## config.mk

```make
export PLATFORM = sky130hd
export DESIGN_NAME = oam_dma_ctrl
export DESIGN_NICKNAME = d
export VERILOG_FILES = /design/src/rtl/dmg_dma_pkg.sv /design/src/rtl/dma_page_map.sv /design/src/rtl/oam_dma_ctrl.sv
export SDC_FILE = /design/constraint.sdc
export NUM_CORES = 1
export LEC_CHECK = 0
export CELL_PAD_IN_SITES_DETAIL_PLACEMENT = 0
export CELL_PAD_IN_SITES_GLOBAL_PLACEMENT = 1
export CORE_ASPECT_RATIO = 0.9
export CORE_UTILIZATION = 35
export DETAILED_ROUTE_END_ITERATION = 7
export HOLD_SLACK_MARGIN = 0.12
export PLACE_DENSITY = 0.92
export SYNTH_ARGS = -nofsm -noshare
export SYNTH_HDL_FRONTEND = slang
export SYNTH_SLANG_ARGS = --single-unit
```

## constraint.sdc

```tcl
create_clock -name clk -period 2.1 [get_ports clk]
set_clock_uncertainty 0.05 [all_clocks]
set_input_delay 0.21 -clock clk [delete_from_list [all_inputs] [get_ports clk]]
set_output_delay 0.21 -clock clk [all_outputs]
set_load 0.005 [all_outputs]
```

## src/rtl/dmg_dma_pkg.sv

```systemverilog
// Shared types and constants for the OAM DMA sequencer and the bus source muxes.
package dmg_dma_pkg;

    typedef enum logic [1:0] {
        IDLE  = 2'd0,
        DELAY = 2'd1,
        RUN   = 2'd2
    } dma_state_e;

    localparam int         OAM_LEN      = 160;
    localparam logic [7:0] FF46_RESET   = 8'hFF;
    localparam logic [7:0] ECHO_BASE    = 8'hE0;
    localparam logic [7:0] ECHO_OFFSET  = 8'h20;
    localparam logic [2:0] VRAM_PAGE_HI = 3'b100;

endpackage

```

## src/rtl/dma_page_map.sv

```systemverilog
// Maps a DMA source page onto the physical bus: echo RAM folds onto WRAM, and the
// mapped page picks the VRAM bus or the external bus.
module dma_page_map
    import dmg_dma_pkg::*;
(
    input  logic [7:0] page,
    output logic [7:0] mapped,
    output logic       is_vram,
    output logic       is_ext
);

    always_comb begin
        mapped  = (page >= ECHO_BASE) ? (page - ECHO_OFFSET) : page;
        is_vram = (mapped[7:5] == VRAM_PAGE_HI);
        is_ext  = !is_vram;
    end

endmodule

```

## src/rtl/oam_dma_ctrl.sv

```systemverilog
// OAM DMA sequencer: FF46 write latches a page, a start delay counts M-cycle ticks,
// then LEN source addresses are issued and each fetched byte is written into OAM.
module oam_dma_ctrl
    import dmg_dma_pkg::*;
#(
    parameter int LEN         = OAM_LEN,
    parameter int START_DELAY = 1
) (
    input  logic        clk,
    input  logic        nreset,
    input  logic        mcyc,
    input  logic        ff46_wr,
    input  logic [7:0]  cpu_d_in,
    input  logic [7:0]  dma_d_in,
    output logic [7:0]  reg_d_out,
    output logic [15:0] dma_a,
    output logic        dma_addr_ext,
    output logic        dma_addr_vram,
    output logic        dma_run,
    output logic [7:0]  oam_a,
    output logic [7:0]  oam_d,
    output logic        oam_wr
);

    localparam logic [8:0] LAST_IDX  = 9'(LEN - 1);
    localparam logic [7:0] DELAY_INI = 8'(START_DELAY);

    dma_state_e state_q, state_d;
    logic [7:0] page_q, page_d;
    logic [7:0] act_page_q, act_page_d;
    logic [8:0] idx_q, idx_d;
    logic [7:0] dcnt_q, dcnt_d;
    logic       pending_q, pending_d;

    logic       start;
    logic       last_tick;
    logic       run_next;
    logic [7:0] mapped_page;
    logic       src_vram;
    logic       src_ext;

    dma_page_map u_page_map (
        .page    (act_page_q),
        .mapped  (mapped_page),
        .is_vram (src_vram),
        .is_ext  (src_ext)
    );

    always_ff @(posedge clk or negedge nreset) begin
        if (!nreset) begin
            state_q    <= IDLE;
            page_q     <= FF46_RESET;
            act_page_q <= 8'h00;
            idx_q      <= 9'd0;
            dcnt_q     <= 8'd0;
            pending_q  <= 1'b0;
        end else begin
            state_q    <= state_d;
            page_q     <= page_d;
            act_page_q <= act_page_d;
            idx_q      <= idx_d;
            dcnt_q     <= dcnt_d;
            pending_q  <= pending_d;
        end
    end

    // The delay counter runs alongside RUN so a restart can overlap an active transfer.
    always_comb begin
        page_d     = page_q;
        act_page_d = act_page_q;
        idx_d      = idx_q;
        dcnt_d     = dcnt_q;
        pending_d  = pending_q;
        start      = 1'b0;
        last_tick  = dma_run && mcyc && (idx_q == LAST_IDX);

        if (dma_run && mcyc) begin
            idx_d = idx_q + 9'd1;
        end

        if (ff46_wr) begin
            page_d    = cpu_d_in;
            pending_d = 1'b1;
            dcnt_d    = DELAY_INI;
        end else if (pending_q && mcyc) begin
            if (dcnt_q != 8'd0) begin
                dcnt_d = dcnt_q - 8'd1;
            end else begin
                pending_d  = 1'b0;
                start      = 1'b1;
                act_page_d = page_q;
                idx_d      = 9'd0;
            end
        end

        // A start on the final tick keeps the run alive with the new page.
        run_next = start || (dma_run && !last_tick);
        if (run_next) begin
            state_d = RUN;
        end else if (pending_d) begin
            state_d = DELAY;
        end else begin
            state_d = IDLE;
        end
    end

    always_comb begin
        dma_run       = (state_q == RUN);
        reg_d_out     = page_q;
        dma_a         = dma_run ? {mapped_page, idx_q[7:0]} : 16'h0000;
        dma_addr_ext  = dma_run && src_ext;
        dma_addr_vram = dma_run && src_vram;
        oam_wr        = dma_run && mcyc;
        oam_a         = oam_wr ? idx_q[7:0] : 8'h00;
        oam_d         = oam_wr ? dma_d_in : 8'h00;
    end

endmodule

```

# Word level (Yosys, flattened, before mapping)
# Index checks and enable logic that the tools add are counted.
dict set report word_totals {
  word_cells 48
  out_inout_bits 44
  regBits 36
  input_bits 20
}
dict set report classes {
  reduce_logical 14
  magnitude_cmp 1
  addsub 3
  muxes 19
  n_bitwise 2
  n_eq_ne 3
}
# cell n
set op_table {}
lappend op_table {{$mux 8} 6}
lappend op_table {{$mux 9} 4}
lappend op_table {{$mux 16} 1}
lappend op_table {{$add 9x1->9 const B} 1}
lappend op_table {{$eq 9x8->1 const B} 1}
lappend op_table {{$ge 8x8->1 const B} 1}
lappend op_table {{$reduce_bool 8->1} 1}
lappend op_table {{$sub 8x1->8 const B} 1}
lappend op_table {{$sub 8x6->8 const B} 1}
lappend op_table {{$mux 1} 7}
lappend op_table {{$logic_and 1x1->1} 6}
lappend op_table {{$reduce_bool 2->1} 2}
lappend op_table {{$eq 3x3->1 const B} 1}
lappend op_table {{$reduce_and 3->1} 1}
lappend op_table {{$eq 2x2->1 const B} 1}
lappend op_table {{$logic_not 1->1} 2}
lappend op_table {{$mux 2} 1}
lappend op_table {{$not 1->1} 2}
lappend op_table {{$reduce_and 2->1} 1}
lappend op_table {{$logic_or 1x1->1} 1}

# Depth between registers and ports, before layout
# Gate-level depths: netlist of run 1.
dict set report logic_depth {
  depth_word 7
  depth_mapped 6
  depth_no_buf 5
}

# Modules after synthesis
# Synthesis of run 1 repeated with hierarchy kept, for this count alone.
dict set report unflattened {
  hier_cells 188
  hier_area_um2 1946.9
}
# mod cells_per_inst instances area_per_inst_um2 seq_area_each_um2
set by_module_without_submodules {}
lappend by_module_without_submodules {oam_dma_ctrl 173 1 1853.0 910.9}
lappend by_module_without_submodules {dma_page_map 15 1 93.8 0.0}

# Worst setup path before layout of run 1
# OpenSTA, ideal clock, no wires.
dict set report synth_path {
  kind {register to register}
  start {register dcnt_q[2]}
  end {register act_page_q[0]}
  path_buffers 1
  arrival_time_ns 1.579
  required_ns 1.925
  stages_incl_launch_ff 5
  setup_time_ns 0.125
  path_slack_ns 0.347
  synth_period_minus_slack_ns 1.753
  path_cell_list {dfrtp_1 > or3_4 > nor4_4 > buf_6 > mux2_2}
}
dict set report synth_between {
  elab_chain_len 3
}
# item line
set synth_rtl {}
lappend synth_rtl {{start, declared} oam_dma_ctrl.sv:32} ;# logic [7:0] dcnt_q, dcnt_d;
lappend synth_rtl {{start signal, assigned} oam_dma_ctrl.sv:62} ;# dcnt_q <= dcnt_d;
lappend synth_rtl {{$reduce_bool 8->1} oam_dma_ctrl.sv:86} ;# if (dcnt_q != 8'd0) begin
lappend synth_rtl {{$not 1->1 (no line)} --}
lappend synth_rtl {{$reduce_and 3->1 (no line)} --}
lappend synth_rtl {{end signal, assigned} oam_dma_ctrl.sv:60} ;# act_page_q <= act_page_d;
lappend synth_rtl {{end, declared} oam_dma_ctrl.sv:30} ;# logic [7:0] act_page_q, act_page_d;
# No other way between the ends.
# A chain may end at the register's enable or synchronous reset.

# Worst setup path in the final report of run 1
dict set report layout_path {
  start {register state_q[1]}
  end {output oam_a[7]}
}
dict set report layout_between {
  elab_chain_len 3
}
# item line
set layout_rtl {}
lappend layout_rtl {{start, declared} oam_dma_ctrl.sv:28} ;# dma_state_e state_q, state_d;
lappend layout_rtl {{start signal, assigned} oam_dma_ctrl.sv:58} ;# state_q <= state_d;
lappend layout_rtl {{$eq 2x2->1} oam_dma_ctrl.sv:108} ;# dma_run = (state_q == RUN);
lappend layout_rtl {{$logic_and 1x1->1} oam_dma_ctrl.sv:113} ;# oam_wr = dma_run && mcyc;
lappend layout_rtl {{$mux 8} oam_dma_ctrl.sv:114} ;# oam_a = oam_wr ? idx_q[7:0] : 8'h00;
lappend layout_rtl {{end, declared} oam_dma_ctrl.sv:20} ;# output logic [7:0] oam_a,
# No other way between the ends.

==> results.py, run 1 <==
metrics = {
    "sta": {
        "rsz0062_at_grt": "no",
        "period_share": 0.9599,
        "timing.setup.tns_ps": 0,
        "slew_headroom": 0.5877,
        "holdWs_ps": 287.5,
        "final-max-slew-violation-count": 0,
        "worstMarginPinSlew_ps": 610.1,
        "finalSetupViolations": 0,
        "hold_viol": 0,
        "fmax_mhz": 496.1,
        "fin_crit_ps": 2016,
    },
    "worst_setup_path": {
        "cp-endpoint": "oam_a[7]",
        "cp_slowest_stage_delay_ps": 530,
        "r2r_end": "dcnt_q[0]",
        "crit_chain": "nor2b_4 -> buf_12 -> and3_1 -> clkdlybuf4s50_1",
        "path_depth": 4,
        "arrival_ps": 1760,
        "r2r_setup_slack_ps": 210,
        "cp_max_fo": 28,
        "crit_start": "state_q[1]",
        "crit_family": "buffers and inverters",
        "required_ps": 1840,
        "start_kind": "register",
        "cp_slowest_cell": "clkdlybuf4s50_1",
        "r2r_cells": 5,
        "crit_buf_inv": 2,
        "crit_type": "register to output pin",
        "r2r-start": "dcnt_q[0]",
        "endpoint_kind": "output pin",
    },
    "clock_network": {
        "cts_sinks": 36,
        "clk_pin_slew_ps": 70,
        "clkLatencyLatePin_ps": 290,
        "cts_buffer_depth": 2,
        "cts_tree": "built",
        "cts_root_buf": "clkbuf_8",
        "cts_buffers": 5,
        "hold_buffers": 0,
        "htree_levels": 2,
    },
    "placement": {
        "dp_hpwl_mm": 3.321,
        "placed_area_sq_um": 2725,
        "gp_congestion": 0.8372,
        "portBuffers": 63,
    },
    "routing": {
        "vias": 1743,
        "first_pass_iters": 4,
        "wl_per_cell_um": 14.08,
        "drt_iter0_drc": 79,
        "drc_errors": 0,
        "antenna_left": 0,
        "drt-total-wl_mm": 4.702,
        "vias_per_cell": 5.219,
    },
    "final_layout": {
        "final_nets": 290,
        "fillCellCount": 472,
        "final_area_sq_um": 2879,
        "fin_util": 0.5382,
        "diodes": 0,
        "syn_to_final_growth_pct": 45.91,
        "layout-drive-gt1-share": 0.1948,
    },
    "synthesis": {
        "syn_area_per_cell_sq_um": 10.17,
        "synthTopCellsByCount": "28 x dfrtp_1, 17 x and3_1, 16 x mux2_2",
        "synth_area_leaders": "dfrtp_1 36%, dfstp_2 11%, mux2_2 9.1%",
        "synth_most_common_cell": "dfrtp_1",
        "yosysTopAreaCell": "dfrtp_1",
        "synth_edf_count": 0,
        "netlist_area_sq_um": 1973,
        "syn_nets": 218,
        "syn_inst": 194,
        "yosysSeqAreaShare": 0.4616,
        "async_flop_share": 1.000,
        "yosys_most_used_dff": "dfrtp_1",
        "synth-seq-cells": 36,
        "netlist.area_leader.share": 0.3551,
        "ys_types": 42,
        "ys_warn_count": 0,
    },
    "pwr": {
        "leakagePower_nw": 1.288,
        "ir_worst_vdd_mv": 0.4620,
        "total_power_mw": 2.020,
        "powerDensity_nw_per_um2": 701.6,
    },
    "floorplan": {
        "rows": 25,
        "io_pins": 64,
        "start_util": 0.3689,
        "die_w_um": 81.15,
        "die_height_um": 73.23,
        "dieArea_sq_um": 5942,
        "core_area_sq_um": 5349,
    },
    "grt": {
        "grt_overflow": 0,
        "grt_pass1_vias": 1568,
        "grt_pass1_wl_mm": 7.327,
        "grt_usage": 0.1636,
        "grt_max_degree": 37,
        "antenna_found_initial": 0,
    },
    "job": {
        "drv_cap": 0,
    },
    "min_path": {
        "hp-class": "input pin to asynchronous set/reset pin",
    },
    "status": {
        "status": "complete, no violations",
    },
}
-- kinds of logic (layout without fill, tap and decap cells) --
group,Yosys count,in the layout,synth area share
xor+xnor,1,1,0.004440
mux,17,17,0.09638
fa+ha+maj,4,4,0.02537
compound gates,36,36,0.1122
simple gates,79,79,0.2549
buf+inv,21,94,0.04502
flops,36,36,0.4616
-- worst min path at each step --
stage	start	endpoint	slack, ps	depth (start not counted)
CTS	nreset	dcnt_q[6]	300	2
finish	nreset	dcnt_q[1]	290	2
global placement	act_page_q[0]	act_page_q[0]	430	1
floorplan	nreset	act_page_q[0]	-140	0
global route	nreset	act_page_q[2]	320	2
detailed placement	act_page_q[4]	act_page_q[4]	450	1
-- report_power, final --
part / internal [mW] / switching [mW] / leakage (nW)
registers: 0.828 / 0.0961 / 0.445
logic: 0.275 / 0.216 / 0.789
clock network: 0.351 / 0.253 / 0.0541
-- repair_timing --
action,in CTS,in global routing
cloned,0,0
gates resized for setup,4,7
setup buffers,1,1
setup endpoints to repair,4,18
-- layout by cell type (no fill, tap or decap), types with 2 or more instances in the layout --
cell             count
nor4b_1              2
clkbuf_8             5
clkdlybuf4s50_1     58
dfrtp_1             27
nand4b_1             3
nor2b_1              3
a21oi_1             14
or4_1                2
mux2_2              16
inv_1                9
and3_1              17
a211oi_1             2
o21ai_0              6
dfstp_2              8
nand3_1              4
nand4_1              5
ha_1                 4
o31ai_1              3
buf_4               13
nor2_1               7
o2111ai_1            2
a31oi_1              2
nand2_1              8
and2_1              13
o41ai_1              2
dlymetal6s2s_1       4
or3_1                5
-- state kept, by name (all words and copies together), names as in the netlist --
name	cells
pending_q	1
reg_d_out	8
dcnt_q	8
state_q	2
act_page_q	8
idx_q	9
-- cell type report --
| type | count | area [sq um] | area share |
|---|---|---|---|
| Timing Repair Buffer | 77 | 757.0 | 0.2629 |
| Clock buffer | 5 | 68.82 | 0.02390 |
| Clock inverter | 3 | 42.54 | 0.01478 |
| Sequential cell | 36 | 912.1 | 0.3168 |
| Inverter | 9 | 33.78 | 0.01173 |
| Multi-Input combinational cell | 137 | 980.9 | 0.3407 |
| Tap cell | 67 | 83.83 | 0.02912 |
-- metrics by stage --
stage	worst slack, ps	cells
after global placement	75.85	324
after CTS	5.898	333
final	84.17	334
after floorplan	346.7	194
after global routing	24.54	334
after detailed placement	71.46	324
-- per-layer routing --
metal | track usage | vias up | part of all wire
met5 | 0 | - | 0
li1 | - | 855 | -
met4 | 0.07341 | 0 | 0.011
met1 | 0.2099 | 813 | 0.46
met2 | 0.2549 | 69 | 0.45
met3 | 0.04750 | 6 | 0.080
Note: power is estimated with default switching activity, not from simulation.
==> run 2: changes to the inputs <==
--- a/config.mk
+++ b/config.mk
@@ -12,6 +12,7 @@
 export DETAILED_ROUTE_END_ITERATION = 7
 export HOLD_SLACK_MARGIN = 0.12
 export PLACE_DENSITY = 0.92
+export SETUP_SLACK_MARGIN = 0.02
 export SYNTH_ARGS = -nofsm -noshare
 export SYNTH_HDL_FRONTEND = slang
 export SYNTH_SLANG_ARGS = --single-unit
==> run 2 against run 1 <==
- register-to-register slack is essentially flat
- via count is the same
- non-clock buffer count is the same
- cell area shrank 0.13%
- largest cell class unchanged
==> results.py, run 2 (synthesis results as in run 1) <==
metrics = {
    "floorplan": {
        "die_height_um": 73.23,
        "core_area_sq_um": 5349,
        "start_util": 0.3689,
        "rows": 25,
        "io_pins": 64,
        "dieArea_sq_um": 5942,
        "die_w_um": 81.15,
    },
    "routing": {
        "drc_errors": 0,
        "vias_per_cell": 5.219,
        "wl_per_cell_um": 14.07,
        "drt_iter0_drc": 79,
        "first_pass_iters": 4,
        "vias": 1743,
        "antenna_left": 0,
        "drt-total-wl_mm": 4.700,
    },
    "sta": {
        "fmax_mhz": 496.1,
        "hold_viol": 0,
        "rsz0062_at_grt": "no",
        "finalSetupViolations": 0,
        "period_share": 0.9599,
        "final-max-slew-violation-count": 0,
        "worstMarginPinSlew_ps": 610.1,
        "timing.setup.tns_ps": 0,
        "slew_headroom": 0.5877,
        "fin_crit_ps": 2016,
    },
    "worst_setup_path": {
        "arrival_ps": 1760,
        "endpoint_kind": "output pin",
        "cp_max_fo": 28,
        "r2r_setup_slack_ps": 210,
        "start_kind": "register",
        "crit_type": "register to output pin",
        "r2r_cells": 5,
        "r2r_end": "dcnt_q[0]",
        "cp_slowest_stage_delay_ps": 530,
        "r2r-start": "dcnt_q[0]",
        "cp_slowest_cell": "clkdlybuf4s50_1",
        "required_ps": 1840,
        "crit_chain": "nor2b_4 -> buf_12 -> and3_1 -> clkdlybuf4s50_1",
    },
    "grt": {
        "grt_pass1_wl_mm": 7.327,
        "grt_max_degree": 37,
        "antenna_found_initial": 0,
        "grt_pass1_vias": 1569,
        "grt_usage": 0.1636,
        "grt_overflow": 0,
    },
    "placement": {
        "dp_hpwl_mm": 3.321,
        "portBuffers": 63,
        "placed_area_sq_um": 2725,
        "gp_congestion": 0.8372,
    },
    "final_layout": {
        "syn_to_final_growth_pct": 45.72,
        "mostFrequentLayoutCells": "58 x clkdlybuf4s50_1, 27 x dfrtp_1, 17 x and3_1",
        "final_nets": 290,
        "diodes": 0,
        "multi_input_area_sq_um": 980.9,
        "layout-drive-gt1-share": 0.1948,
        "largest_reg_flops": 9,
        "layout_commonest_cell": "clkdlybuf4s50_1",
        "regMostFlops": "idx_q",
        "fillCellCount": 474,
        "final_area_sq_um": 2875,
        "ff_latch_area_sq_um": 912.1,
    },
    "clock_network": {
        "cts_root_buf": "clkbuf_8",
        "clkLatencyLatePin_ps": 290,
        "htree_levels": 2,
        "cts_sinks": 36,
        "cts_buffer_depth": 2,
        "cts_buffers": 5,
        "cts_tree": "built",
        "clk_pin_slew_ps": 70,
    },
    "pwr": {
        "seqPwrFrac": 0.457,
        "p_comb_frac": 0.243,
        "switching_power_mw": 0.5656,
        "netSwitchingFraction": 0.2800,
        "leakagePower_nw": 1.274,
        "total_power_mw": 2.020,
        "powerDensity_nw_per_um2": 702.5,
        "ir_worst_vdd_mv": 0.4622,
        "clock_power_share": 0.299,
        "internal-power_mw": 1.454,
    },
    "job": {
        "drv_cap": 0,
    },
    "status": {
        "status": "complete, no violations",
    },
    "min_path": {
        "hp-class": "input pin to asynchronous set/reset pin",
    },
}
run 2: layer usage:
layer,global-route usage,vias to the layer above,wire [um]
met2,0.2549,69,2093
li1,-,855,-
met1,0.2099,813,2175
met3,0.04750,6,377
met5,0,-,0
met4,0.07341,0,54
run 2: area by class of cell:
| type | count | share of cell area |
|---|---|---|
| clock buffers | 5 | 0.02393 |
| clock inverters | 3 | 0.01480 |
| inverters | 9 | 0.01175 |
| multi-input cells | 137 | 0.3412 |
| flip-flops and latches | 36 | 0.3172 |
| well taps | 67 | 0.02916 |
| repair buffers | 77 | 0.2620 |
run 2: worst max path at each step:
stage                     cells after the start  slack [ps]       start             to
final                                         4          80  state_q[1]       oam_a[7]
after global routing                          4          20  state_q[1]       oam_d[5]
after CTS                                     5           6  state_q[1]      dma_a[15]
after detailed placement                      4          70        mcyc      dcnt_q[5]
after global placement                        4          80        mcyc      dcnt_q[5]
after floorplan                               4         350   dcnt_q[2]  act_page_q[0]
run 2: timing repair:
| item | CTS | global route |
|---|---|---|
| setup buffers | 1 | 1 |
| endpoints found under the setup margin | 4 | 22 |
| hold buffers | 0 | 0 |
| gates resized for setup | 5 | 6 |
run 2: power by group through the flow:
stage / Clock (mW) / Combinational, mW / Sequential, mW
global placement: 0 / 0.447 / 0.936
finish: 0.604 / 0.492 / 0.924
global route: 0.648 / 0.539 / 0.941
floorplan: 0 / 0.289 / 0.920
detailed placement: 0 / 0.460 / 0.944
CTS: 0.621 / 0.492 / 0.922
run 2: critical path, delay by kind of cell, from the launching register on:
family        cells  cell delay (ps)
buf+inv           2              690
simple gates      2              360
flops             1              400
run 2: stage by stage:
stage,instances,util,hold WS (ps),setup slack (ps)
final,334,0.5375,287.5,84.17
after global routing,334,0.5375,320.4,24.54
after CTS,333,0.5322,299.6,6.044
after detailed placement,324,0.5095,445.3,71.46
after global placement,324,0.5095,432.1,75.85
after floorplan,194,-,-135.6,346.7
==> run 3: changes to the inputs <==
--- a/config.mk
+++ b/config.mk
@@ -5,6 +5,7 @@
 export SDC_FILE = /design/constraint.sdc
 export NUM_CORES = 1
 export LEC_CHECK = 0
+export ABC_AREA = 0
 export CELL_PAD_IN_SITES_DETAIL_PLACEMENT = 0
 export CELL_PAD_IN_SITES_GLOBAL_PLACEMENT = 1
 export CORE_ASPECT_RATIO = 0.9
@@ -12,6 +13,7 @@
 export DETAILED_ROUTE_END_ITERATION = 7
 export HOLD_SLACK_MARGIN = 0.12
 export PLACE_DENSITY = 0.92
+export RECOVER_POWER = 25
 export SETUP_SLACK_MARGIN = 0.02
 export SYNTH_ARGS = -nofsm -noshare
 export SYNTH_HDL_FRONTEND = slang
==> run 3 against run 2 <==
- core utilization about the same
- final cell count stayed put
- combinational power is essentially flat
- cell area is essentially flat
- via count is essentially flat
- wire length about the same
- register-to-register slack barely moved
- maximum frequency about the same
- global-route usage did not move
- clock-buffer cell count is the same
==> results.py, run 3 (synthesis results as in run 1) <==
metrics = {
    "worst_setup_path": {
        "required_ps": 1840,
        "arrival_ps": 1760,
        "crit_buf_inv": 2,
        "cp_max_fo": 28,
        "cp_slowest_cell": "clkdlybuf4s50_1",
        "crit_chain": "nor2b_4 -> buf_12 -> and3_1 -> clkdlybuf4s50_1",
        "endpoint_kind": "output pin",
        "r2r_setup_slack_ps": 200,
        "crit_family": "buffers and inverters",
        "crit_type": "register to output pin",
        "cp_slowest_stage_delay_ps": 530,
        "start_kind": "register",
    },
    "final_layout": {
        "mostFrequentLayoutCells": "57 x clkdlybuf4s50_1, 27 x dfrtp_1, 17 x and3_1",
        "fillCellCount": 475,
        "largest_reg_flops": 9,
        "layout_commonest_cell": "clkdlybuf4s50_1",
        "layout-drive-gt1-share": 0.1948,
        "regMostFlops": "idx_q",
        "multi_input_area_sq_um": 980.9,
        "diodes": 0,
        "syn_to_final_growth_pct": 45.59,
        "ff_latch_area_sq_um": 912.1,
        "final_nets": 290,
    },
    "clock_network": {
        "cts_buffers": 5,
        "cts_root_buf": "clkbuf_8",
        "htree_levels": 2,
        "cts_sinks": 36,
        "clkLatencyLatePin_ps": 290,
        "clk_pin_slew_ps": 70,
        "cts_buffer_depth": 2,
        "cts_tree": "built",
    },
    "sta": {
        "finalSetupViolations": 0,
        "rsz0062_at_grt": "no",
        "period_share": 0.9599,
        "holdWs_ps": 455.5,
        "fin_crit_ps": 2016,
        "timing.setup.tns_ps": 0,
        "worstMarginPinSlew_ps": 879.8,
        "fmax_mhz": 496.1,
        "slew_headroom": 0.4134,
        "hold_viol": 0,
        "final-max-slew-violation-count": 0,
    },
    "job": {
        "drv_cap": 0,
    },
    "floorplan": {
        "start_util": 0.3689,
        "rows": 25,
        "dieArea_sq_um": 5942,
        "die_height_um": 73.23,
        "io_pins": 64,
        "die_w_um": 81.15,
        "core_area_sq_um": 5349,
    },
    "routing": {
        "antenna_left": 0,
        "vias_per_cell": 5.222,
        "drt-total-wl_mm": 4.703,
        "drc_errors": 0,
        "vias": 1744,
        "wl_per_cell_um": 14.08,
        "first_pass_iters": 4,
        "drt_iter0_drc": 79,
    },
    "grt": {
        "antenna_found_initial": 0,
        "grt_overflow": 0,
        "grt_pass1_wl_mm": 7.327,
        "grt_pass1_vias": 1569,
        "grt_max_degree": 37,
        "grt_usage": 0.1636,
    },
    "pwr": {
        "powerDensity_nw_per_um2": 703.1,
        "total_power_mw": 2.020,
        "ir_worst_vdd_mv": 0.4622,
        "leakagePower_nw": 1.274,
    },
    "placement": {
        "gp_congestion": 0.8372,
        "dp_hpwl_mm": 3.321,
        "portBuffers": 63,
    },
    "min_path": {
        "hp-class": "register to register",
    },
    "status": {
        "status": "complete, no violations",
    },
}
[run 3: final cells by class]
class                   instances  share of cell area
well taps                      67             0.02918
clock inverters                 3             0.01481
multi-input cells             137              0.3415
repair buffers                 77              0.2613
clock buffers                   5             0.02395
inverters                       9             0.01176
flip-flops and latches         36              0.3175
[run 3: path summary, 6_finish.rpt]
path,from,end,cells past startpoint
max reg2reg,dcnt_q[0],dcnt_q[0],5
min in group asynchronous,nreset,dcnt_q[1],2
max in group asynchronous,nreset,act_page_q[5],2
min,act_page_q[4],act_page_q[4],1
max,state_q[1],oam_a[7],4
min reg2reg,act_page_q[4],act_page_q[4],1
[run 3: report_power, final]
part / internal [mW] / switching, mW
Combinational: 0.274 / 0.217
Clock: 0.351 / 0.253
Sequential: 0.828 / 0.0962
Total: 1.45 / 0.566
[run 3: repair_timing]
action	in CTS	in global routing
gates resized for setup	5	6
setup buffers	1	1
endpoints found under the setup margin	4	22
hold buffers	0	0
[run 3: per-stage QoR]
stage | worst slack (ps) | util | std cells | instance area [sq um]
after global routing | 24.54 | 0.5371 | 334 | 2873
after CTS | 6.044 | 0.5322 | 333 | 2846
after global placement | 75.85 | 0.5095 | 324 | 2725
after floorplan | 346.7 | - | 194 | 1973
final | 84.29 | 0.5371 | 334 | 2873
after detailed placement | 71.46 | 0.5095 | 324 | 2725
[run 3: worst register-to-register path: cells and delay by family (launching register included)]
family	cells	cell delay [ps]
AO/OA/AOI/OAI	1	290
adder cells (fa/ha/maj)	1	220
AND/OR/NAND/NOR	1	550
flip-flops	1	410
buffers and inverters	1	80
multiplexers	1	220
[run 3: routing by layer]
layer / track usage / up-vias / wire length, um
met5: 0 / - / 0
met3: 0.04750 / 6 / 371
met2: 0.2549 / 66 / 2087
met1: 0.2099 / 817 / 2190
li1: - / 855 / -
met4: 0.07341 / 0 / 54
==> edit 1, RTL diff (settings of run 3) <==
The 3 states of `dma_state_e` get a one-hot encoding in 3 bits.
--- a/src/rtl/dmg_dma_pkg.sv
+++ b/src/rtl/dmg_dma_pkg.sv
@@ -1,10 +1,10 @@
 // Shared types and constants for the OAM DMA sequencer and the bus source muxes.
 package dmg_dma_pkg;
 
-    typedef enum logic [1:0] {
-        IDLE  = 2'd0,
-        DELAY = 2'd1,
-        RUN   = 2'd2
+    typedef enum logic [2:0] {
+        IDLE  = 3'b001,
+        DELAY = 3'b010,
+        RUN   = 3'b100
     } dma_state_e;
 
     localparam int         OAM_LEN      = 160;
Function: same outputs for any inputs over 10 cycles, from zero or initial values and one cycle with nreset low; not proved beyond that.
==> edit 1 against run 3 <==
- sequential cell count is 1 higher
- critical path depth is 1 higher
- setup slack worse by 6.8 ps
- routed wire length is 4.6% lower
- die area is 0.31% lower
- cell area is 3.4% higher
- total power is 7.5% higher
- count of clock-buffer cells in the layout stayed put
- synthesized area is 0.32% lower
- critical path type unchanged
- sequential power is 4.7% higher
==> edit 1: results (changes against run 3) <==
{
  "hold_path": {
    "hold_path.class": "in -> reg"
  },
  "routing": {
    "routed_wire_length_per_instance": {"value": 13.2, "unit": "um", "change": "-6.3%"},
    "drt_wl_total": {"value": 4.49, "unit": "mm", "change": "-4.6%"},
    "metal1_wirelength": {"value": 2.08, "unit": "mm", "change": "-4.8%"},
    "detailedRoute.firstIterationViolations": {"value": 47, "change": "-41%"}
  },
  "worst_setup_path": {
    "worstPathMaxFanout": {"value": 6, "change": "-79%"},
    "critPathLaunch": "state_q[0]"
  },
  "placed_design": {
    "placedInstanceArea": {"value": 2750, "unit": "um2", "change": "+0.83%"},
    "placed_cells": {"value": 321, "change": "-0.93%"},
    "gp_congestion": {"value": 0.783, "change": "-6.4%"}
  },
  "grt": {
    "grt_first_pass_wirelength": {"value": 7.11, "unit": "mm", "change": "-2.9%"},
    "globalRouteMet3Util": {"value": 3.38, "unit": "%", "change": "-1.4 points"},
    "groute.usage.overall": {"value": 15.9, "unit": "%", "change": "-0.50 points"},
    "grtUsageMet1": {"value": 20.6, "unit": "%", "change": "-0.38 points"},
    "first_global_vias": {"value": 1524, "change": "-2.9%"},
    "grt_start_max_net_pins": {"value": 38, "change": "+2.7%"}
  },
  "synthesis": {
    "synth_top_cell_area_share": {"value": 35.6, "unit": "%", "change": "+0.11 points"},
    "synth_sequential_area_ratio": {"value": 47.6, "unit": "%", "change": "+1.5 points"},
    "synth-compound-area-share": {"value": 5.60, "unit": "%", "change": "-5.6 points"},
    "synthAdderAreaFrac": {"value": 1.91, "unit": "%", "change": "-0.63 points"},
    "synth_xor_area_share": {"value": 3.56, "unit": "%", "change": "+3.1 points"},
    "muxShareOfSynthArea": {"value": 11.5, "unit": "%", "change": "+1.9 points"}
  },
  "layout": {
    "drive_gt1_share": {"value": 23.1, "unit": "%", "change": "+3.6 points"},
    "nNetsFinal": {"value": 295, "change": "+1.7%"}
  },
  "sta": {
    "setup_slack": {"value": 77.5, "unit": "ps", "change": "-6.81 ps"}
  },
  "pwr": {
    "p_leak": {"value": 1.51, "unit": "nW", "change": "+19%"},
    "max-vdd-ir-drop": {"value": 0.371, "unit": "mV", "change": "-20%"}
  },
  "outcome": {
    "result_of_the_run": "completed"
  }
}
[edit 1: power by group]
group	switching, mW	total, mW	internal (mW)	leakage, nW
Sequential	0.107	0.967	0.860	0.457
Combinational	0.242	0.588	0.346	1.00
Clock	0.261	0.617	0.355	0.0543
Total	0.611	2.17	1.56	1.51
[edit 1: worst min path at each step]
stage	from	slack (ps)	to
final	mcyc	370	state_q[0]
after global routing	mcyc	400	state_q[0]
after CTS	nreset	310	act_page_q[7]
after detailed placement	pending_q	430	state_q[0]
after global placement	pending_q	430	state_q[0]
after floorplan	nreset	-140	act_page_q[0]
[edit 1: critical path: stages (launching register included)]
cell and delay (ps):
dfstp_2 560, and4bb_4 270, buf_12 130, buf_6 120
and2_1 140, dlygate4sd2_1 250
[edit 1: cell type report]
cell class              count  area, um2
clock inverters             3       46.3
fillers                   458       2350
inverters                   6       22.5
flip-flops and latches     37        937
multi-input cells         136        983
clock buffers               5       68.8
repair buffers             86        828
well taps                  67       83.8
==> edit 2, RTL diff (config.mk and constraints of run 3) <==
Without the edit above. Set the package constant `OAM_LEN` to 128 (it was 160).
--- a/src/rtl/dmg_dma_pkg.sv
+++ b/src/rtl/dmg_dma_pkg.sv
@@ -7,7 +7,7 @@
         RUN   = 2'd2
     } dma_state_e;
 
-    localparam int         OAM_LEN      = 160;
+    localparam int         OAM_LEN      = 128;
     localparam logic [7:0] FF46_RESET   = 8'hFF;
     localparam logic [7:0] ECHO_BASE    = 8'hE0;
     localparam logic [7:0] ECHO_OFFSET  = 8'h20;
Formal check against the unedited RTL: no difference found for any inputs over 10 cycles, from zero or initial values and one cycle with nreset low; that may be too few to reach the edited logic, so the function may still have changed.
==> edit 2 against run 3 <==
- cell area stayed put
- synthesized area is 3.9% lower
- total power is 10% higher
- sequential cell count stayed put
- fmax is 2.8% lower
- setup slack worse by 58 ps
- critical path depth is 3 higher
- sequential share of layout area hardly changed
- routed wire length is 16% lower
- via count is 9.7% lower
- count of clock-buffer cells in the layout stayed put
- global-route usage is 1.5 points lower
==> edit 2: results (changes against run 3) <==
{
  "layout": {
    "n_all_buffers": {"value": 84, "change": "+9.1%"},
    "layout.comb_gates.multi_input": {"value": 130, "change": "-5.1%"},
    "fillers": {"value": 446, "change": "-6.1%"},
    "multi_input_logic_portion_of_the_cell_area": {"value": 33.1, "unit": "%", "change": "-1.0 points"},
    "nNetsFinal": {"value": 287, "change": "-1.0%"},
    "finish.utilization": {"value": 55.0, "unit": "%", "change": "+1.3 points"},
    "seq_area": {"value": 911, "unit": "um2", "change": "-0.14%"},
    "bufAreaShareNonClock": {"value": 27.6, "unit": "%", "change": "+1.5 points"},
    "nNonClkInverters": {"value": 6, "change": "-3"},
    "drive_gt1_share": {"value": 24.2, "unit": "%", "change": "+4.8 points"}
  },
  "sta": {
    "number_of_pins_with_negative_max_slew_slack_in_the_final_report": {"value": 0, "change": "unchanged"},
    "min_period_over_period": {"value": 98.8, "unit": "%", "change": "+2.8 points"},
    "fin_worst_hold_slack": {"value": 456, "unit": "ps", "change": "+0.472 ps"},
    "worstMarginPinSlew": {"value": 865, "unit": "ps", "change": "-14.9 ps"}
  },
  "synthesis": {
    "mappedNetlistNets": {"value": 203, "change": "-6.9%"},
    "netlist_top_cells_count": "and2_1, dfrtp_1, mux2_2",
    "synth_sequential_area_ratio": {"value": 48.0, "unit": "%", "change": "+1.9 points"},
    "synth.lib_cells_used.distinct": {"value": 36, "change": "-14%"},
    "synth_cells": {"value": 179, "change": "-7.7%"}
  },
  "routing": {
    "drt_wl_total": {"value": 3.96, "unit": "mm", "change": "-16%"},
    "via_count": {"value": 1574, "change": "-9.7%"},
    "detailedRoute.firstIterationViolations": {"value": 80, "change": "+1.3%"},
    "routed_wire_length_per_instance": {"value": 12.0, "unit": "um", "change": "-15%"}
  },
  "placed_design": {
    "gp_congestion": {"value": 0.767, "change": "-8.4%"},
    "placedInstanceArea": {"value": 2710, "unit": "um2", "change": "-0.50%"},
    "placed_cells": {"value": 319, "change": "-1.5%"},
    "place_hpwl": {"value": 2.94, "unit": "mm", "change": "-11%"}
  },
  "worst_setup_path": {
    "worstPathMaxFanout": {"value": 9, "change": "-68%"},
    "cp_slowest_stage_delay": {"value": 440, "unit": "ps", "change": "-90 ps"},
    "path_delay_family": "simple AND/OR/NAND/NOR gates",
    "critical_path.slowest_cell": "or3b_4",
    "reg2reg_setup_slack": {"value": 30, "unit": "ps", "change": "-170 ps"},
    "worst-endpoint-arrival": {"value": 2200, "unit": "ps", "change": "+440 ps"}
  },
  "pwr": {
    "max-vdd-ir-drop": {"value": 0.533, "unit": "mV", "change": "+15%"},
    "p_leak": {"value": 1.23, "unit": "nW", "change": "-3.1%"}
  },
  "grt": {
    "grt_first_pass_wirelength": {"value": 6.58, "unit": "mm", "change": "-10%"},
    "first_global_vias": {"value": 1481, "change": "-5.6%"}
  },
  "clocking": {
    "cts.path.max_buffers": {"value": 2, "change": "unchanged"}
  },
  "outcome": {
    "result_of_the_run": "completed"
  }
}
[edit 2: cell count changes in the layout (fill, tap and decap cells not counted), moves of 4 or more]
| cell | run 3 | this run |
|---|---|---|
| and2_1 | 13 | 29 |
| and3_1 | 17 | 2 |
| a21oi_1 | 14 | 4 |
| xnor2_1 | 0 | 8 |
| nor2_1 | 7 | 14 |
| buf_4 | 12 | 18 |
| inv_1 | 9 | 5 |
| nand2_1 | 8 | 12 |
| o21ai_0 | 6 | 2 |
[edit 2: path summary, 6_finish.rpt]
path                            endpoint  depth (start not counted)           from
max                        act_page_q[2]                          7      dcnt_q[0]
min                        act_page_q[4]                          1  act_page_q[4]
max reg2reg                act_page_q[2]                          7      dcnt_q[0]
min reg2reg                act_page_q[4]                          1  act_page_q[4]
max in group asynchronous       idx_q[3]                          2         nreset
min in group asynchronous       idx_q[5]                          2         nreset
[edit 2: routing by layer]
metal,vias to the layer above,track usage (%),routed length [um]
met5,-,0,0
met4,0,4.85,36
met3,5,3.69,163
met2,35,24.9,1970
li1,779,-,-
met1,755,18.8,1800
[edit 2: power breakdown]
| group | internal [mW] | total (mW) | switching (mW) | leakage [nW] |
|---|---|---|---|---|
| clock network | 0.351 | 0.611 | 0.259 | 0.0541 |
| logic | 0.384 | 0.651 | 0.266 | 0.734 |
| registers | 0.849 | 0.963 | 0.113 | 0.446 |
[edit 2: cell families (layout without fill, tap and decap cells)]
logic type	Yosys count	count (layout)	share of synthesized area, %
flops	36	36	48.0
xor+xnor	12	12	5.54
simple gates	83	83	26.5
mux	16	16	9.50
compound gates	15	15	5.21
buf+inv	13	98	2.64
fa+ha+maj	4	4	2.64
[edit 2: timing repair]
action                                  CTS  global route
hold buffers                              0             0
buffers inserted                          0             4
endpoints found under the setup margin   24            40
gates resized for setup                   5             7
pin swaps                                 1             0
